## src/rtl/hazard_ctrl.sv

```systemverilog
// ---------------------------------------------------------------------------
// hazard_ctrl
//
// Pipeline hazard controller for the 5-stage RV32 core. Each cycle it decides
// whether the front end advances, stalls on a load-use hazard, is squashed by
// a taken branch/jump resolved in EX, or freezes on a data-memory wait state.
// It also keeps saturating counters of bubble and freeze cycles.
//
// Parameters:
//   LU_BUBBLES  bubbles inserted per load-use hazard (legal range 1..3)
//   CNT_W       width of the performance counters
//
// Ports:
//   clk, rst                 clock, asynchronous active-high reset
//   id_rs1, id_rs2           source registers of the instruction in ID
//   id_use_rs1, id_use_rs2   the ID instruction really reads rs1 / rs2
//   ex_rd, ex_memread        destination / is-load of the instruction in EX
//   ex_taken                 taken branch/jump in EX this cycle
//   dm_req, dm_ready         data-memory access outstanding / completing
//   cnt_clr                  synchronous clear of both counters
//   pc_we, ifid_we           PC and IF/ID load enables
//   ifid_flush, idex_flush   IF/ID loads a NOP / ID/EX control fields zeroed
//   pipe_hold                ID/EX, EX/MEM, MEM/WB hold their contents
//   bubble_cnt, freeze_cnt   saturating performance counters
//
// There is no valid/ready handshake here: every control output is a
// combinational function of registered state and current inputs, and the
// consuming registers sample it on the same rising edge.
// ---------------------------------------------------------------------------
module hazard_ctrl #(
    parameter int LU_BUBBLES = 1,
    parameter int CNT_W      = 16
) (
    input  logic             clk,
    input  logic             rst,
    input  logic [4:0]       id_rs1,
    input  logic [4:0]       id_rs2,
    input  logic             id_use_rs1,
    input  logic             id_use_rs2,
    input  logic [4:0]       ex_rd,
    input  logic             ex_memread,
    input  logic             ex_taken,
    input  logic             dm_req,
    input  logic             dm_ready,
    input  logic             cnt_clr,
    output logic             pc_we,
    output logic             ifid_we,
    output logic             ifid_flush,
    output logic             idex_flush,
    output logic             pipe_hold,
    output logic [CNT_W-1:0] bubble_cnt,
    output logic [CNT_W-1:0] freeze_cnt
);

    typedef enum logic {
        RUN     = 1'b0,
        LU_HOLD = 1'b1
    } state_t;

    // Remaining bubbles after the first one, loaded on LU_HOLD entry.
    localparam logic [1:0] LU_INIT = 2'(LU_BUBBLES - 1);

    state_t     state, state_nxt;
    logic [1:0] lu_left, lu_left_nxt;
    logic       lu_hit;
    logic       mem_wait;
    logic       in_hold;

    assign lu_hit = ex_memread && (ex_rd != 5'd0) &&
                    ((id_use_rs1 && (id_rs1 == ex_rd)) ||
                     (id_use_rs2 && (id_rs2 == ex_rd)));
    assign mem_wait = dm_req && !dm_ready;
    assign in_hold  = (state == LU_HOLD);

    // State register
    always_ff @(posedge clk or posedge rst) begin
        if (rst) begin
            state   <= RUN;
            lu_left <= 2'd0;
        end else begin
            state   <= state_nxt;
            lu_left <= lu_left_nxt;
        end
    end

    // Next-state logic; a memory wait freezes everything in place.
    always_comb begin
        state_nxt   = state;
        lu_left_nxt = lu_left;
        if (!mem_wait) begin
            case (state)
                RUN: begin
                    // The first bubble is issued from RUN; LU_HOLD only
                    // covers the extra ones, so one bubble never leaves RUN.
                    if (lu_hit && !ex_taken && (LU_BUBBLES > 1)) begin
                        state_nxt   = LU_HOLD;
                        lu_left_nxt = LU_INIT;
                    end
                end
                LU_HOLD: begin
                    lu_left_nxt = lu_left - 2'd1;
                    if (lu_left == 2'd1) state_nxt = RUN;
                end
                default: state_nxt = RUN;
            endcase
        end
    end

    // Output logic in priority order. ex_taken is not looked at in LU_HOLD:
    // EX holds a bubble there and cannot legitimately raise it.
    always_comb begin
        pc_we      = 1'b1;
        ifid_we    = 1'b1;
        ifid_flush = 1'b0;
        idex_flush = 1'b0;
        pipe_hold  = 1'b0;
        if (rst) begin
            pc_we      = 1'b0;
            ifid_we    = 1'b0;
            ifid_flush = 1'b1;
            idex_flush = 1'b1;
        end else if (mem_wait) begin
            pc_we     = 1'b0;
            ifid_we   = 1'b0;
            pipe_hold = 1'b1;
        end else if (!in_hold && ex_taken) begin
            // Squash wrong path; a load-use hit here is itself wrong-path.
            ifid_flush = 1'b1;
            idex_flush = 1'b1;
        end else if (in_hold || lu_hit) begin
            pc_we      = 1'b0;
            ifid_we    = 1'b0;
            idex_flush = 1'b1;
        end
    end

    // Saturating performance counters; clear beats increment.
    logic bubble_evt;
    logic freeze_evt;

    assign bubble_evt = idex_flush && !pipe_hold;
    assign freeze_evt = pipe_hold;

    always_ff @(posedge clk or posedge rst) begin
        if (rst) begin
            bubble_cnt <= '0;
            freeze_cnt <= '0;
        end else if (cnt_clr) begin
            bubble_cnt <= '0;
            freeze_cnt <= '0;
        end else begin
            if (bubble_evt && (bubble_cnt != '1)) bubble_cnt <= bubble_cnt + 1'b1;
            if (freeze_evt && (freeze_cnt != '1)) freeze_cnt <= freeze_cnt + 1'b1;
        end
    end

endmodule

```

## config.mk

```make
export PLATFORM = sky130hd
export DESIGN_NAME = hazard_ctrl
export DESIGN_NICKNAME = d
export VERILOG_FILES = /design/src/rtl/hazard_ctrl.sv
export SDC_FILE = /design/constraint.sdc
export NUM_CORES = 1
export LEC_CHECK = 0
export CORE_UTILIZATION = 47
export DETAILED_ROUTE_END_ITERATION = 7
export GPL_ROUTABILITY_DRIVEN = 0
export GPL_TIMING_DRIVEN = 0
export PLACE_DENSITY_LB_ADDON = 0.1
export SYNTH_ARGS = -nofsm -noshare
export SYNTH_HDL_FRONTEND = slang
export SYNTH_SLANG_ARGS = --single-unit
```

## constraint.sdc

```tcl
create_clock -name clk -period 4.15 [get_ports clk]
set_clock_uncertainty 0.2 [all_clocks]
set_input_delay 1.0375 -clock clk [delete_from_list [all_inputs] [get_ports clk]]
set_output_delay 1.0375 -clock clk [all_outputs]
set_load 0.05 [all_outputs]
```

After elaboration in Yosys (flattened, before gate mapping)
Index checks and enable logic that the tools add are counted.
- add/sub/neg operators: 3
- equal/unequal tests: 5
- mux-type cells: 19
- bitwise gates (word level): 1
- reductions and logical operators: 18
- operators with widths (cell ; count):
    $mux W16 ; 4
    $add A16 B1 Y16 const B ; 2
    $ne A16 B16 Y1 const B ; 2
    $mux W1 ; 15
    $eq A5 B5 Y1 ; 2
    $logic_and A1 B1 Y1 ; 9
    $reduce_bool A5 Y1 ; 1
    $reduce_bool A2 Y1 ; 2
    $logic_not A1 Y1 ; 3
    $eq A2 B1 Y1 const B ; 1
    $logic_or A1 B1 Y1 ; 2
    $reduce_and A2 Y1 ; 1
    $sub A2 B1 Y2 const B ; 1
    $not A1 Y1 ; 1
- register bits: 35
- input port bits: 24
- output and inout bits: 37
- word-level logic and storage cells: 50

Longest topological paths before layout
- depth after elaboration: 13
- mapped depth: 9
- depth with buffers taken out: 7

Worst setup path after synthesis
OpenSTA, ideal clock, no wires.
- path kind: input port to output port
- start: in ex_rd[1]
- end: out pc_we
- data arrival time: 4.994 ns
- required time: 2.913 ns
- slack: -2.081 ns
- cell stages on the path: 5
- buffers on the path: 1
- cell sequence: or4_1 > o21ai_1 > and2b_1 > a2111oi_0 > buf_4
- longest elaborated chain between the ends: 9
- elaborated cells on any way between the ends: 13
- classes of those cells: 2 x eq/ne; 4 x mux; 7 x reduce/logical
- ends and longest elaborated chain (element ; RTL line ; source):
    start: declaration ; 40 ; input logic [4:0] ex_rd,
    $eq A5 B5 Y1 (on tied branches) ; 70, 71 ;
    $logic_and A1 B1 Y1 (on tied branches) ; 70, 71 ;
    $logic_or A1 B1 Y1 ; 70 ; ((id_use_rs1 && (id_rs1 == ex_rd)) ||
    $logic_and A1 B1 Y1 * ; 69 ; assign lu_hit = ex_memread && (ex_rd != 5'd0) &&
    $logic_or A1 B1 Y1 * ; 130 ; end else if (in_hold || lu_hit) begin
    $mux W1 * (4 in series) ; - ;
    end: declaration ; 46 ; output logic pc_we,
Every way passes the cells marked *; elsewhere a longest branch is shown, timed or not.

Worst setup path after layout
- start: in rst
- end: out ifid_flush
- longest elaborated chain between the ends: 1
- ends and longest elaborated chain (element ; RTL line ; source):
    start: declaration ; 35 ; input logic rst,
    $mux W1 ; 117 ; if (rst) begin
    end: declaration ; 48 ; output logic ifid_flush,
Every way passes these cells.

==> impl_metrics.tcl <==
set metrics [dict create \
    crit_type "in -> out" \
    ys_types 43 \
    drive_above_1_share_pct 15.0 \
    crit_end "ifid_flush" \
    vias 1876 \
    async_flop_share_pct 100 \
    p_sw_share_pct 25.9 \
    synth-seq-cells 35 \
    dieArea_um2 4540 \
    p_leak_nw 1.20 \
    syn_nets 238 \
    setup_viol 0 \
    worst_pin_slew_ns 0.635 \
    switchingPower_uw 204 \
    power_uw 789 \
    antenna_cells 0 \
    fillerInstances 310 \
    outcome "complete, no violations" \
    power_per_cell_area_nw_per_um2 268 \
    cp.arrival_ns 2.86 \
    root_buffer "clkbuf_8" \
    synth-compound-area-share_pct 12.0 \
    ctsHoldBuffers 0 \
    synthFlopType "dfrtp_1" \
    cts.sinks 35 \
    min_from "lu_left[0]$_DFFE_PP0P_" \
    cp-start-kind "input pin" \
    clk_latency_ns 0.29 \
    reg2reg_slack_ns 1.78 \
    cts.htree.levels 2 \
    p_comb_share_pct 17.7 \
    dieHeight_um 67.4 \
    seqPwrFrac_pct 44.4 \
    p_int_uw 585 \
    synth_area_per_cell_um2 9.52 \
    wl_per_cell_um 15.2 \
    worstReg2RegStart "bubble_cnt[3]$_DFFE_PP0P_" \
    min_period_ns 4.10 \
    fmax_ghz 0.244 \
    yosysTopAreaCell "dfrtp_1" \
    yosysTopAreaCellShare_pct 43.6 \
    cp_data_required_time_ns 2.91 \
    placementRows 23 \
    drc 0 \
    synth_fa_ha_area_share_pct 1.87 \
    initial_utilization_pct 49.5 \
    final_max_slew_viol_count 0 \
    synth_top_family_by_area "simple AND/OR/NAND/NOR gates" \
    antenna_found_initial 0 \
    detail-route-antenna-nets 0 \
    relSlewSlack_pct 57.6 \
    vdd_drop_max_v 0.000206 \
    mostFrequentLayoutCell "clkdlybuf4s50_1" \
    synth_warnings 0 \
    hpwl_um 3600 \
    grt_max_degree 23 \
    grt_usage_pct 25.0 \
    synth_mux_area_share_pct 1.56 \
    design.core.area_um2 4060 \
    reg2reg_to "bubble_cnt[1]$_DFFE_PP0P_" \
    synth_xor_area_share_pct 11.3 \
    drt-total-wl_um 5220 \
    first_pass_iters 4 \
    end_kind "primary output" \
    drt-initial-drc-count 113 \
    synth_simple_gate_area_share_pct 26.1 \
    hold_class "reg -> reg" \
    period_share_pct 98.8 \
    syn_area_um2 2010 \
    grt_pass1_vias 1816 \
    clock_power_share_pct 37.9 \
    rsz0062_at_grt "true" \
    cts.reportedPaths.clkPinSlew_ns 0.06 \
    area_delta_synth_final_pct 46.9 \
    synth-seq-area-share_pct 43.6 \
    synth_edf_count 0 \
    fin_nets 320 \
    finalHoldViolations 0 \
    layout_common_cells "50 x clkdlybuf4s50_1, 35 x dfrtp_1, 22 x nor2_1" \
    cts_tree "built" \
    cts_buffer_depth 2 \
    via_per_inst 5.47 \
    fin_tns_setup_ns 0 \
    synthCells 211 \
    hold_slack_ns 0.301 \
    pin_count 61 \
    r2r_cells 8 \
    yosys-top-cells-area "dfrtp_1 44%, xnor2_1 8.3%, or3_1 4.4%, nor2_1 4.1%, a21oi_1 3.5%" \
    critPathLaunch "rst" \
    io_buffers 60 \
    gr-total-overflow 0 \
    grt_pass1_wl_um 8410 \
    cap_violations 0 \
    cp_max_fo 15 \
    die_w_um 67.4 \
    cts_inserted_buffers 5 \
]
## power by group through the flow
stage / clock [mW] / sequential (mW) / combinational [mW]
finish: 0.299 / 0.351 / 0.140
floorplan: 0 / 0.370 / 0.0568
global placement: 0 / 0.357 / 0.121
detailed placement: 0 / 0.357 / 0.126
global route: 0.313 / 0.351 / 0.149
CTS: 0.302 / 0.350 / 0.138
## worst max-delay path: stages
cell,delay [ns]
clkdlybuf4s50_1,0.70
inv_1,0.41
o31ai_1,0.16
dlygate4sd2_1,0.56
## cell usage after synthesis, types with 7 or more instances
cell type / instances
a21oi_1: 14
dfrtp_1: 35
nand2_1: 14
nand3_1: 8
nand4_1: 7
nor2_1: 22
o21ai_1: 9
or3_1: 14
xnor2_1: 19
xor2_1: 7
## kinds of logic (layout without fill, tap and decap cells)
family,Yosys count,in the layout
adder cells (fa/ha/maj),3,3
multiplexers,3,3
AND/OR/NAND/NOR,93,93
flip-flops,35,35
AO/OA/AOI/OAI,38,38
XOR/XNOR,26,26
buffers and inverters,13,95
## per-stage QoR
stage | instance area [um^2] | cells | utilization (%) | setup slack [ns]
6_report | 2950 | 343 | 72.7 | 0.0498
5_1_grt | 2950 | 343 | 72.7 | -0.0907
4_1_cts | 2930 | 343 | 72.2 | 0.00237
3_5_place_dp | 2720 | 322 | 67.1 | -0.860
3_3_place_gp | 2690 | 321 | 66.4 | -0.834
2_1_floorplan | 2030 | 211 | - | -0.00443
## flip-flops by register name, indices dropped and copies added, names as in the netlist
name,cells
bubble_cnt,16
lu_left,2
in_hold,1
freeze_cnt,16
## per-layer routing
layer  part of all wire, %  track usage [%]  vias to the layer above  wire [um]
met5                     0                0                        -          0
met4                   1.2             7.71                        0         63
met3                   4.0             4.73                       10        210
met2                    50             44.0                       50       2640
met1                    44             30.7                      908       2310
li1                      -                -                      908          -
## worst min path at each step
stage | to | depth (start not counted)
2_1_floorplan | lu_left[0]$_DFFE_PP0P_ | 1
3_3_place_gp | lu_left[0]$_DFFE_PP0P_ | 1
3_5_place_dp | lu_left[0]$_DFFE_PP0P_ | 1
4_1_cts | lu_left[0]$_DFFE_PP0P_ | 1
5_1_grt | lu_left[0]$_DFFE_PP0P_ | 1
6_report | lu_left[0]$_DFFE_PP0P_ | 1
## timing repair
action,in CTS,in global routing
resized for setup,34,11
pin swaps,3,2
buffers inserted,14,0
endpoints found under the setup margin,4,21
## cell type report
class                      count  area (um^2)  area share, %
buffer                         8         60.1           2.04
sequential                    35          876           29.7
clock inverter                 1         30.0           1.02
inverter                       5         18.8          0.636
tap                           50         62.6           2.12
clock buffer                   6         72.6           2.46
timing repair buffer          75          732           24.8
multi-input combinational    163         1100           37.2
No activity file was read; power rests on OpenSTA's default activity.
